===== src/rtl/sip_shift_acc_pkg.sv =====
// Shared widths, precision codes, FSM encoding and job configuration for the SIP shift-accumulate stage.
// Holds declarations only; it adds no latency and has no flow control.
package sip_shift_acc_pkg;

    localparam int BITS_SIP_DOT_ADDER = 10;
    localparam int BITS_ACC           = 32;
    localparam int BITS_CHUNK_IDX     = 2;

    localparam logic [1:0] PREC_2B = 2'd0;
    localparam logic [1:0] PREC_4B = 2'd1;
    localparam logic [1:0] PREC_8B = 2'd2;

    typedef logic [BITS_CHUNK_IDX-1:0] idx_t;

    typedef enum logic [1:0] {
        ST_IDLE = 2'd0,
        ST_RUN  = 2'd1,
        ST_DONE = 2'd2
    } state_t;

    typedef struct packed {
        idx_t last_a;
        idx_t last_w;
        logic signed_a;
        logic signed_w;
    } job_cfg_t;

    // Index of the last 2-bit chunk; the reserved code 3 behaves as 8b.
    function automatic idx_t prec_last_idx(input logic [1:0] prec);
        case (prec)
            PREC_2B: return idx_t'(0);
            PREC_4B: return idx_t'(1);
            default: return idx_t'(3);
        endcase
    endfunction

endpackage


===== src/rtl/sip_step_ctr.sv =====
// Nested chunk-pair counter (ia inner, iw outer) with last-step detect and dot-stage sign flags.
// Latency: indices move one step per cycle on adv; adv low holds every index and flag.
module sip_step_ctr
    import sip_shift_acc_pkg::*;
(
    input  logic     core_clk,
    input  logic     arst_n,
    input  logic     load,
    input  job_cfg_t cfg,
    input  logic     run,
    input  logic     adv,
    output idx_t     ia,
    output idx_t     iw,
    output logic     last,
    output logic     sign_i,
    output logic     sign_w
);

    job_cfg_t cfg_q;
    idx_t     ia_q;
    idx_t     iw_q;
    logic     a_end;
    logic     w_end;

    assign a_end = (ia_q == cfg_q.last_a);
    assign w_end = (iw_q == cfg_q.last_w);

    // The final advance wraps both indices to 0, so DONE/IDLE already see zeros.
    always_ff @(posedge core_clk or negedge arst_n) begin
        if (!arst_n) begin
            cfg_q <= '0;
            ia_q  <= '0;
            iw_q  <= '0;
        end else if (load) begin
            cfg_q <= cfg;
            ia_q  <= '0;
            iw_q  <= '0;
        end else if (adv) begin
            if (a_end) begin
                ia_q <= '0;
                iw_q <= w_end ? '0 : iw_q + idx_t'(1);
            end else begin
                ia_q <= ia_q + idx_t'(1);
            end
        end
    end

    assign ia     = run ? ia_q : '0;
    assign iw     = run ? iw_q : '0;
    assign last   = a_end & w_end;
    assign sign_i = run & cfg_q.signed_a & a_end;
    assign sign_w = run & cfg_q.signed_w & w_end;

endmodule


===== src/rtl/sip_shift_acc.sv =====
// Sequences 2b chunk pairs of an activation x weight job and shift-accumulates the dot-stage partial sums.
// Result valid NA*NW cycles after start without stalls; i_InValid low stalls, i_Ready low holds the result.
module sip_shift_acc #(
    parameter int BITS_IN  = sip_shift_acc_pkg::BITS_SIP_DOT_ADDER,
    parameter int BITS_ACC = sip_shift_acc_pkg::BITS_ACC,
    parameter int BITS_IDX = sip_shift_acc_pkg::BITS_CHUNK_IDX
) (
    input  logic                       i_CLK,
    input  logic                       i_RSTn,
    input  logic                       i_Start,
    input  logic [1:0]                 i_PrecA,
    input  logic [1:0]                 i_PrecW,
    input  logic                       i_SignedA,
    input  logic                       i_SignedW,
    input  logic                       i_InValid,
    input  logic signed [BITS_IN-1:0]  i_PartSum,
    output logic [BITS_IDX-1:0]        o_ActSel,
    output logic [BITS_IDX-1:0]        o_WgtSel,
    output logic                       o_SignI,
    output logic                       o_SignW,
    output logic                       o_Busy,
    output logic                       o_Valid,
    input  logic                       i_Ready,
    output logic signed [BITS_ACC-1:0] o_Result
);

    import sip_shift_acc_pkg::*;

    state_t                     state;
    logic signed [BITS_ACC-1:0] acc;
    logic                       valid_q;
    logic                       run;
    logic                       load;
    logic                       adv;
    logic                       last;
    idx_t                       ia;
    idx_t                       iw;
    job_cfg_t                   job_cfg;
    logic [BITS_CHUNK_IDX+1:0]  shamt;
    logic signed [BITS_ACC-1:0] part_ext;
    logic signed [BITS_ACC-1:0] addend;

    assign run  = (state == ST_RUN);
    assign load = (state == ST_IDLE) & i_Start;
    assign adv  = run & i_InValid;

    assign job_cfg.last_a   = prec_last_idx(i_PrecA);
    assign job_cfg.last_w   = prec_last_idx(i_PrecW);
    assign job_cfg.signed_a = i_SignedA;
    assign job_cfg.signed_w = i_SignedW;

    sip_step_ctr u_step_ctr (
        .core_clk (i_CLK),
        .arst_n   (i_RSTn),
        .load     (load),
        .cfg      (job_cfg),
        .run      (run),
        .adv      (adv),
        .ia       (ia),
        .iw       (iw),
        .last     (last),
        .sign_i   (o_SignI),
        .sign_w   (o_SignW)
    );

    // Chunk pair (ia, iw) carries weight 4^(ia+iw); shift is at most 12.
    assign shamt    = {({1'b0, ia} + {1'b0, iw}), 1'b0};
    assign part_ext = {{(BITS_ACC-BITS_IN){i_PartSum[BITS_IN-1]}}, i_PartSum};
    assign addend   = part_ext <<< shamt;

    always_ff @(posedge i_CLK or negedge i_RSTn) begin
        if (!i_RSTn) begin
            state   <= ST_IDLE;
            acc     <= '0;
            valid_q <= 1'b0;
        end else begin
            case (state)
                ST_IDLE: begin
                    if (i_Start) begin
                        acc   <= '0;
                        state <= ST_RUN;
                    end
                end
                ST_RUN: begin
                    if (i_InValid) begin
                        acc <= acc + addend;
                        if (last) begin
                            valid_q <= 1'b1;
                            state   <= ST_DONE;
                        end
                    end
                end
                ST_DONE: begin
                    if (i_Ready) begin
                        valid_q <= 1'b0;
                        state   <= ST_IDLE;
                    end
                end
                default: state <= ST_IDLE;
            endcase
        end
    end

    assign o_ActSel = BITS_IDX'(ia);
    assign o_WgtSel = BITS_IDX'(iw);
    assign o_Busy   = (state != ST_IDLE);
    assign o_Valid  = valid_q;
    assign o_Result = acc;

endmodule


===== config.mk =====
export PLATFORM = sky130hd
export DESIGN_NAME = sip_shift_acc
export DESIGN_NICKNAME = d
export VERILOG_FILES = /design/src/rtl/sip_shift_acc_pkg.sv /design/src/rtl/sip_step_ctr.sv /design/src/rtl/sip_shift_acc.sv
export SDC_FILE = /design/constraint.sdc
export NUM_CORES = 1
export LEC_CHECK = 0
export ABC_AREA = 1
export CORE_ASPECT_RATIO = 0.8
export CORE_MARGIN = 1.5
export CORE_UTILIZATION = 55
export DETAILED_ROUTE_END_ITERATION = 6
export MAX_ROUTING_LAYER = met4
export PLACE_DENSITY = 0.83
export SYNTH_ARGS = -nofsm -noshare
export SYNTH_HDL_FRONTEND = slang
export SYNTH_SLANG_ARGS = --single-unit

===== constraint.sdc =====
create_clock -name i_CLK -period 11.36 [get_ports i_CLK]
set_input_delay 1.704 -clock i_CLK [delete_from_list [all_inputs] [get_ports i_CLK]]
set_output_delay 1.704 -clock i_CLK [all_outputs]
set_load 0.01 [all_outputs]

==> results.ini, run 1 <==
[logic_synthesis]
synth-edff-count=0
synth-seq-cells=45
synth_top_area_frac=0.260
synth_most_common_cell=nand2_1
syn_nets=887
synthTopCellsByCount=332 x nand2_1, 147 x inv_1, 76 x nor2_1
async_flop_share=1.00
avgSynthCellArea_sq_um=5.80
synth_area_leaders=nand2_1 26%, dfrtp_1 23%, inv_1 11%, ha_1 9.4%, nor2_1 5.9%
synth_cell_type_count=38
ys_seq_area_frac=0.234
synth_area_sq_um=4800
synth_cells=828
synth_ff_type=dfrtp_1
yosysTopAreaCell=nand2_1
yosys_warnings=0

[job]
drv_cap=0

[min_path]
min_from=u_step_ctr.cfg_q[0]
min_path_cells=2
hp-class=reg2reg
whs_endpoint=u_step_ctr.cfg_q[0]

[die]
core_sq_um=8480
die_w_um=107
pin_count=61
rows=30
die_h_um=86.6
start_util=0.566
dieArea_sq_um=9300

[global_route]
grt_pass1_wl_um=24200
grt_max_degree=46
antenna_found_initial=0
grtUsageTotal=0.349
overflow=0
first_global_vias=4945

[cts]
htreeDepth=2
cts_resized=0
numCtsBuffers=5
clock_latency_ns=0.32
cts.hold.buffers_added=0
root_buffer=clkbuf_8
clk_pin_slew_ns=0.10
cts.sinks=45
tritoncts=done
cts_setup_buffers=0
ctsLongestPathBuffers=2

[route]
totalWireLength_um=15000
dr.pass1.iters=5
wl_per_cell_um=15.1
drc=0
vias_per_cell=5.41
vias=5388
drtAntennaViolNets=0
drt_iter0_drc=447

[setup_path]
rr_endpoint=o_Result[24]
r2r-start=state[1]
startpoint_type=flip-flop
critical_path_class=reg2reg
cp.required_ns=11.58
r2r_slack_ns=6.53
cp_max_fo=14
cp_data_arrival_time_ns=5.05
reg2reg_depth=21
end_kind=flip-flop

[placement]
post-place-ws_ns=6.52
portBuffers=60
post-dp-hpwl_um=11800
globalplace.congestion=1.03

[timing]
skew_ns=0.0102
holdWs_ns=0.500
hold_viol=0
slew_viol_final=0
timing.final.ws_setup_ns=6.53
rsz0062_at_grt=false
final.min_clock_period_ns=4.83
min_period_over_period=0.425
worst_pin_slew_ns=1.12
finalSetupTns_ns=0
setup_viol=0
slew_headroom=0.254
fmax_mhz=207

[final_layout]
nets=942
multi_input_area_sq_um=3030
antenna_cells=0
seqCellArea_sq_um=1130
layout-drive-gt1-share=0.0407
fill_cells=849
area_delta_synth_final_pct=15.6

[status]
outcome=completed

## logic make-up after synthesis
logic type	count (synthesis)	synth area share
compound gates	93	0.107
xor+xnor	3	0.00547
fa+ha+maj	38	0.102
buf+inv	166	0.135
flops	45	0.234
mux	2	0.00417
simple gates	481	0.411
## registers in the layout (all words and copies together), names as in the netlist
signal / flops
u_step_ctr.iw_q: 2
o_Valid: 1
state: 2
u_step_ctr.ia_q: 2
u_step_ctr.cfg_q: 6
o_Result: 32
## stage by stage
| step | instances | utilization | cell area (sq um) |
|---|---|---|---|
| floorplan | 828 | - | 4800 |
| global placement | 988 | 0.644 | 5470 |
| detailed placement | 988 | 0.644 | 5470 |
| CTS | 996 | 0.654 | 5550 |
| global route | 996 | 0.654 | 5550 |
| finish | 996 | 0.654 | 5550 |
## per-layer routing
| layer | track usage | routed length, um | share of wire |
|---|---|---|---|
| met5 | - | 0 | 0 |
| met4 | 0.0813 | 203 | 0.014 |
| met3 | 0.0820 | 1400 | 0.093 |
| met2 | 0.512 | 6240 | 0.42 |
| met1 | 0.486 | 7150 | 0.48 |
## cell type report
class,instances,area share
clock buffer,5,0.0124
multi-input combinational,617,0.545
tap,112,0.0252
inverter,154,0.104
clock inverter,3,0.00316
sequential,45,0.203
timing repair buffer,60,0.107
## critical path: stages, from the launching register on
cell,delay (ns)
dfrtp_1,0.47
nor2_4,0.28
clkinv_1,0.35
nor2_1,0.26
ha_1,0.18
inv_1,0.05
fa_1,0.73
inv_1,0.29
nor3_1,0.28
ha_1,0.31
inv_1,0.09
fa_1,0.36
inv_1,0.12
nand2_1,0.10
o21ai_2,0.20
nand2_1,0.07
nand2_1,0.18
nand2_1,0.13
nand3_1,0.11
nand2_1,0.05
nand3_1,0.07
nand2_1,0.05
## worst max path at each step
stage	start	end	slack [ns]	cells past startpoint
3_3_place_gp	i_PartSum[9]	o_Result[22]	6.54	18
5_1_grt	state[1]	o_Result[17]	6.17	21
6_report	state[1]	o_Result[24]	6.53	21
2_1_floorplan	state[1]	o_Result[24]	7.62	22
4_1_cts	state[1]	o_Result[24]	6.58	21
3_5_place_dp	i_PartSum[9]	o_Result[29]	6.52	18
## cells in the final DEF (no fill, tap or decap), types with 7 or more instances in the layout
cell             instances
nand2_1                332
inv_1                  147
nor2_1                  76
clkdlybuf4s50_1         59
dfrtp_1                 45
nand3_1                 41
a21oi_1                 36
ha_1                    36
o21ai_0                 31
o21ai_1                 11
nand2_2                  7
Power of run 1 is left out: the tool's default activity adds up to more than one toggle a clock period on the data nets, which glitch-free logic cannot reach.
==> run 2: changes to the inputs <==
--- a/config.mk
+++ b/config.mk
@@ -8,7 +8,7 @@
 export ABC_AREA = 1
 export CORE_ASPECT_RATIO = 0.8
 export CORE_MARGIN = 1.5
-export CORE_UTILIZATION = 55
+export CORE_UTILIZATION = 52
 export DETAILED_ROUTE_END_ITERATION = 6
 export MAX_ROUTING_LAYER = met4
 export PLACE_DENSITY = 0.83
==> constraint.sdc (replaced) <==
create_clock -name i_CLK -period 4.3 [get_ports i_CLK]
set_input_delay 0.645 -clock i_CLK [delete_from_list [all_inputs] [get_ports i_CLK]]
set_output_delay 0.645 -clock i_CLK [all_outputs]
set_load 0.01 [all_outputs]
==> run 2 against run 1 <==
  * Non-clock buffer count is 14 higher
  * Die area is 5.6% higher
  * Critical path depth stayed put
  * Flip-flop and latch count stayed put
  * Critical path type unchanged
  * Global-route usage is 5.0 points lower
==> results.ini, run 2 (same netlist as run 1, synthesis figures left out) <==
[timing]
setup_viol=0
finalSetupTns_ns=0
slew_viol_final=0
skew_ns=0.00844
worst_pin_slew_ns=1.09
final.min_clock_period_ns=3.96
min_period_over_period=0.921
fmax_mhz=253
hold_viol=0
slew_headroom=0.276
rsz0062_at_grt=false

[cts]
clock_latency_ns=0.30
numCtsBuffers=5
root_buffer=clkbuf_16
htreeDepth=2
cts.hold.buffers_added=0
ctsLongestPathBuffers=2
cts.sinks=45
tritoncts=done
clk_pin_slew_ns=0.07

[final_layout]
antenna_cells=0
area_delta_synth_final_pct=19.3
nets=956
layout_common_cells=331 x nand2_1, 146 x inv_1, 76 x nor2_1
final_common_cell=nand2_1
largest_register_ff_count=32
layout-drive-gt1-share=0.0590

[global_route]
grt_pass1_wl_um=22700
grt_max_degree=46
first_global_vias=4631
grtUsageMet3=0.0542
overflow=0
antenna_found_initial=0
grt_use_met2=0.430
use_met1=0.436
grtUsageTotal=0.299
grt_busiest_layer=met1

[min_path]
min_from=u_step_ctr.cfg_q[0]
min_path_cells=2
hp-class=reg2reg
whs_endpoint=u_step_ctr.cfg_q[0]

[setup_path]
reg2reg_depth=21
r2r_slack_ns=0.34
slowest_delay_ns=0.49
critPathSlowestCell=fa_1
cp.required_ns=4.49
rr_endpoint=o_Result[28]
critical-path-top-delay-family=simple AND/OR/NAND/NOR gates
crit_top_cell=nand2_1
cp_max_fo=8
cp_data_arrival_time_ns=4.15
worst-path-buf-inv=4
r2r-start=state[1]
worstPathCellList=nor2_4 > clkinvlp_4 > nor2_1 > ha_1 > inv_1 > fa_1 > inv_2 > buf_4 > mux2i_1 > o21ai_0 > ha_1 > nand2_1 > nor2_1 > and2_1 > nand2_1 > nand3_2 > nand2_1 > nand2_1 > nand2_1 > nand3_1 > nand2_1
critical_path_class=reg2reg
startpoint_type=flip-flop
end_kind=flip-flop

[die]
start_util=0.534
die_h_um=89.0
rows=31
pin_count=61
dieArea_sq_um=9820
die_w_um=110
core_sq_um=9000

[route]
vias_per_cell=5.20
vias=5266
drt_iter0_drc=430
drtAntennaViolNets=0
totalWireLength_um=14000
drc=0
wl_per_cell_um=13.8
dr.pass1.iters=5

[placement]
globalplace.congestion=0.991
post-dp-hpwl_um=11000
portBuffers=60

[job]
drv_cap=0

[status]
outcome=completed

run 2: per-layer routing:
metal	wire (um)	vias to the layer above
met5	0	-
met4	219	0
met3	976	18
met2	5630	194
met1	7140	2367
li1	-	2687
run 2: final cells by class:
type / count / area [sq um]
well taps: 115 / 144
multi-input cells: 617 / 3030
flip-flops and latches: 45 / 1130
inverters: 154 / 582
fillers: 869 / 3270
repair buffers: 74 / 701
clock buffers: 5 / 125
clock inverters: 3 / 21.3
run 2: how the worst max path moves through the flow:
stage | from | to | slack (ns) | cells after the start
floorplan | state[1] | o_Result[24] | 0.56 | 22
global placement | state[1] | o_Result[17] | 0.24 | 20
detailed placement | state[1] | o_Result[17] | 0.15 | 22
CTS | state[1] | o_Result[17] | 0.11 | 22
global route | state[1] | o_Result[18] | 0.004 | 22
finish | state[1] | o_Result[28] | 0.34 | 21
run 2: per-stage QoR:
step | instances | setup slack (ns) | cell area [sq um] | hold WS [ns] | util
floorplan | 828 | 0.564 | 4800 | 0.349 | -
finish | 1013 | 0.341 | 5730 | 0.483 | 0.636
global route | 1013 | 0.00404 | 5730 | 0.503 | 0.636
CTS | 1006 | 0.108 | 5670 | 0.481 | 0.630
detailed placement | 998 | 0.153 | 5520 | 0.463 | 0.614
global placement | 998 | 0.240 | 5520 | 0.461 | 0.614
run 2: tightest hold or removal path, delay by kind of cell, from the launching register on:
kind	cells	cell delay, ns
DFF	1	0.35
and+or+nand+nor	2	0.11
run 2: what timing repair did:
action,CTS,global route
resized for setup,0,3
setup buffers,0,7
hold endpoints to repair,0,0
setup endpoints to repair,0,24
Power of run 2 is left out for the same reason.
